===== src/rtl/logic_unit_pipe.sv =====
`default_nettype none
// ============================================================================
// Module   : logic_unit_pipe
// Purpose  : Registered AND/XOR/OR/PASS logic unit with optional inversion,
//            8085-style flags and a 2-entry valid/ready output buffer.
//            Optional feature macro: LOGIC_FLAGS_EN (flag generation/storage).
// Revision : 1.0  initial release
// ============================================================================
module logic_unit_pipe #(
    parameter int WIDTH = 8
) (
    input  logic             clk,
    input  logic             rst,
    input  logic [WIDTH-1:0] inA,
    input  logic [WIDTH-1:0] inB,
    input  logic [2:0]       selOp,
    input  logic             inValid,
    output logic             inReady,
    output logic [WIDTH-1:0] outC,
    output logic [4:0]       outFlag,
    output logic             outValid,
    input  logic             outReady
);

    localparam logic [1:0] c_OP_AND  = 2'b00;
    localparam logic [1:0] c_OP_XOR  = 2'b01;
    localparam logic [1:0] c_OP_OR   = 2'b10;

    logic [1:0]       r_count;
    logic [WIDTH-1:0] r_dataHead;
    logic [WIDTH-1:0] r_dataTail;

    logic             w_accept;
    logic             w_pop;
    logic             w_loadHead;
    logic             w_shift;
    logic             w_loadTail;
    logic [WIDTH-1:0] w_raw;
    logic [WIDTH-1:0] w_result;

    assign w_accept = inValid & inReady;
    assign w_pop    = outValid & outReady;

    always_comb begin
        w_raw = inA;
        case (selOp[1:0])
            c_OP_AND: w_raw = inA & inB;
            c_OP_XOR: w_raw = inA ^ inB;
            c_OP_OR:  w_raw = inA | inB;
            default:  w_raw = inA;
        endcase
        w_result = selOp[2] ? ~w_raw : w_raw;
    end

    // Buffer is a 2-deep shift register: head is always slot 0, so the
    // data and flag storage share the same three load controls.
    assign w_loadHead = w_accept & ((r_count == 2'd0) | ((r_count == 2'd1) & w_pop));
    assign w_shift    = w_pop & (r_count == 2'd2);
    assign w_loadTail = w_accept & (((r_count == 2'd1) & ~w_pop) | ((r_count == 2'd2) & w_pop));

    always_ff @(posedge clk or posedge rst) begin
        if (rst) begin
            r_count    <= 2'd0;
            r_dataHead <= '0;
            r_dataTail <= '0;
        end else begin
            if (w_accept & ~w_pop)
                r_count <= r_count + 2'd1;
            else if (w_pop & ~w_accept)
                r_count <= r_count - 2'd1;

            if (w_loadHead)
                r_dataHead <= w_result;
            else if (w_shift)
                r_dataHead <= r_dataTail;

            if (w_loadTail)
                r_dataTail <= w_result;
        end
    end

    assign outValid = (r_count != 2'd0);
    assign inReady  = ~rst & (r_count != 2'd2);
    assign outC     = outValid ? r_dataHead : '0;

`ifdef LOGIC_FLAGS_EN
    logic [4:0] r_flagHead;
    logic [4:0] r_flagTail;
    logic [4:0] w_flag;

    // {S, Z, AC, P, CY}; CY is never set by logic ops
    always_comb begin
        w_flag = {w_result[WIDTH-1],
                  (w_result == '0),
                  (selOp[1:0] == c_OP_AND),
                  ~^w_result,
                  1'b0};
    end

    always_ff @(posedge clk or posedge rst) begin
        if (rst) begin
            r_flagHead <= '0;
            r_flagTail <= '0;
        end else begin
            if (w_loadHead)
                r_flagHead <= w_flag;
            else if (w_shift)
                r_flagHead <= r_flagTail;

            if (w_loadTail)
                r_flagTail <= w_flag;
        end
    end

    assign outFlag = outValid ? r_flagHead : 5'b00000;
`else
    assign outFlag = 5'b00000;
`endif

endmodule
`default_nettype wire


===== config.mk =====
export PLATFORM = sky130hd
export DESIGN_NAME = logic_unit_pipe
export DESIGN_NICKNAME = d
export VERILOG_FILES = /design/src/rtl/logic_unit_pipe.sv
export SDC_FILE = /design/constraint.sdc
export NUM_CORES = 1
export LEC_CHECK = 0
export BUFFER_PORTS_ARGS = -buffer_cell sky130_fd_sc_hd__buf_2
export CORE_MARGIN = 5
export CORE_UTILIZATION = 44
export CTS_CLUSTER_SIZE = 30
export DETAILED_ROUTE_END_ITERATION = 10
export PLACE_DENSITY = 0.78
export REMOVE_ABC_BUFFERS = 1
export SYNTH_ARGS = -nofsm -noshare
export SYNTH_HDL_FRONTEND = slang
export SYNTH_SLANG_ARGS = --single-unit

===== constraint.sdc =====
create_clock -name clk -period 3.14 [get_ports clk]
set_input_delay 0.471 -clock clk [delete_from_list [all_inputs] [get_ports clk]]
set_output_delay 0.471 -clock clk [all_outputs]
set_load 0.03 [all_outputs]

==> impl_metrics.tcl <==
set metrics [dict create \
    rsz0062_at_grt "no" \
    port-buffer-count 32 \
    pwr_density_cell_nw_per_um2 687 \
    outcome "complete, no violations" \
    syn_to_final_growth_pct 12.2 \
    rr_worst_depth 6 \
    synth.top_cell.area_share_pct 28.7 \
    overflow 0 \
    rows 21 \
    path_cells "inv_1, ha_1, and2b_1, buf_2" \
    io_pins 38 \
    dr.pass1.iters 4 \
    cts_hold_buf 0 \
    cts-htree-levels 1 \
    routed_wl_um 2650 \
    clkTransAtPathRegs_ns 0.10 \
    critPathMaxFanout 11 \
    leakage_nw 0.986 \
    drtAntennaViolNets 0 \
    worst-path-stages 4 \
    fin_cells 221 \
    synthTopCellsByArea "dfrtp_1 29%, ha_1 16%, mux4_2 11%" \
    antenna_found_initial 0 \
    hp-class "input pin to async pin" \
    core_sq_um 3390 \
    combPwrFrac_pct 53.9 \
    fin_tns_setup_ns 0 \
    startpoint_type "flip-flop" \
    cts_max_path_buffers 2 \
    setup_viol 0 \
    rr_startpoint "r_count[0]" \
    placed_cells 217 \
    synth_top_area_cell "dfrtp_1" \
    syn-cell-area_sq_um 1570 \
    pre_cts_slack_ns 1.26 \
    first_iter_violations 30 \
    r2r_slack_ns 1.29 \
    clkSinkCount 18 \
    slowest_delay_ns 0.43 \
    clock-root-buffer "clkbuf_4" \
    synth_top_flop_cell "dfrtp_1" \
    die_area_sq_um 4860 \
    stdcell_area_sq_um 1760 \
    cts_resized 0 \
    start_util_pct 46.3 \
    cts_tree "done" \
    ys_types 25 \
    setup_slack_ns 1.11 \
    nets 219 \
    cap_violations 0 \
    clkLatencyLatePin_ns 0.30 \
    grt_pass1_wl_um 4670 \
    grt_max_degree 19 \
    post_cts_buffers 0 \
    placed_area_sq_um 1720 \
    synth.yosys.warnings 0 \
    cp-end-kind "primary output" \
    synthArstFlopShare_pct 100 \
    clockPowerShare_pct 11.8 \
    final_util_pct 51.9 \
    power_switching_uw 519 \
    regToRegEndpoint "r_dataTail[3]" \
    hpwl_um 2260 \
    p_total_mw 1.21 \
    grt_use_total_pct 11.5 \
    cpMaxStageDelayCell "dfrtp_1" \
    grt_pass1_vias 1081 \
    drv_slew 0 \
    syn-instance-count 145 \
    antenna_cells 0 \
    drive_gt1_share_pct 31.4 \
    drc 0 \
    synth-seq-area-share_pct 28.7 \
    vdd_drop_max_uv 172 \
    crit_required_ns 2.67 \
    relSlewSlack_pct 54.1 \
    max_freq_mhz 493 \
    fin_hold_ws_ns 0.288 \
    internal_power_uw 690 \
    vias_per_cell 4.66 \
    syn_avg_cell_area_sq_um 10.8 \
    synth_edf_count 0 \
    dieHeight_um 69.7 \
    post-route-period-util_pct 64.6 \
    skew_ns 0.00685 \
    cp_top_family "flip-flops" \
    routabilityCongestion 0.731 \
    wl_per_cell_um 12.0 \
    synth-seq-cells 18 \
    die_w_um 69.7 \
    vias 1030 \
    p_sw_share_pct 42.9 \
    critPathBufInv 2 \
    crit_type "flip-flop to primary output" \
    period_minus_slack_ns 2.03 \
    hold_viol 0 \
    cts_made_buffers 3 \
    seq_power_share_pct 34.2 \
    worstPathArrival_ns 1.56 \
    max_slew.worst_pin.slew_ns 0.688 \
]
state kept, by name, indices dropped and copies added, names as in the netlist:
register,flops
r_dataTail,8
r_count,2
r_dataHead,8
routing by layer:
layer | track usage, % | wire length [um]
met2 | 19.2 | 1190
met5 | 0 | 0
met1 | 14.8 | 1190
met4 | 5.11 | 58
met3 | 1.45 | 209
synthesized netlist by cell type, types with 3 or more instances:
cell type  count
inv_1         28
ha_1          20
dfrtp_1       18
mux2i_1       16
nand2_1        9
mux4_2         8
xnor2_2        8
and2b_1        7
o21ai_0        6
buf_4          5
buf_6          3
o21ai_1        3
logic make-up (layout without fill, tap and decap cells):
family          Yosys count  in the layout  share of synthesized area, %
fa+ha+maj                20             20                          15.9
flops                    18             18                          28.7
mux                      24             24                          21.7
xor+xnor                 10             10                          9.41
buf+inv                  39             65                          12.1
simple gates             23             23                          8.69
compound gates           10             10                          3.19
other cells               1              5                         0.239
power groups by stage:
stage	clock network (mW)	registers, mW	logic, mW
after detailed placement	0	0.421	0.664
after global placement	0	0.413	0.645
after global routing	0.159	0.429	0.733
after floorplan	0	0.397	0.504
after CTS	0.148	0.415	0.667
final	0.143	0.414	0.652
cells in the final DEF (no fill, tap or decap), drive strengths merged:
cell type  Yosys  layout
nor2b          2       2
nor3b          1       1
xor2           1       1
clkbuf         2       4
mux4           8       8
and2b          7       7
nor2           1       1
dfrtp         18      18
mux2i         16      16
conb           1       5
buf            9      33
xnor2          9       9
o21ai          9       9
nand3          2       2
inv           28      28
a21oi          1       1
ha            20      20
nand2          9       9
nand2b         1       1
final cells by class:
cell class,count,area (sq um)
inverter,28,105
fill,332,1630
timing repair buffer,33,168
tap,46,57.6
sequential,18,450
multi-input combinational,92,943
clock buffer,4,36.3
how the worst max path moves through the flow:
stage / to / slack (ns) / start
after floorplan: r_dataHead[0] / 1.34 / r_count[0]
after global placement: r_dataTail[3] / 1.36 / inA[3]
after detailed placement: r_dataTail[3] / 1.26 / r_count[0]
after CTS: outC[7] / 1.09 / r_count[0]
after global routing: outC[7] / 0.96 / r_count[0]
final: outC[4] / 1.11 / r_count[0]
No activity file was read; power rests on OpenSTA's default activity.
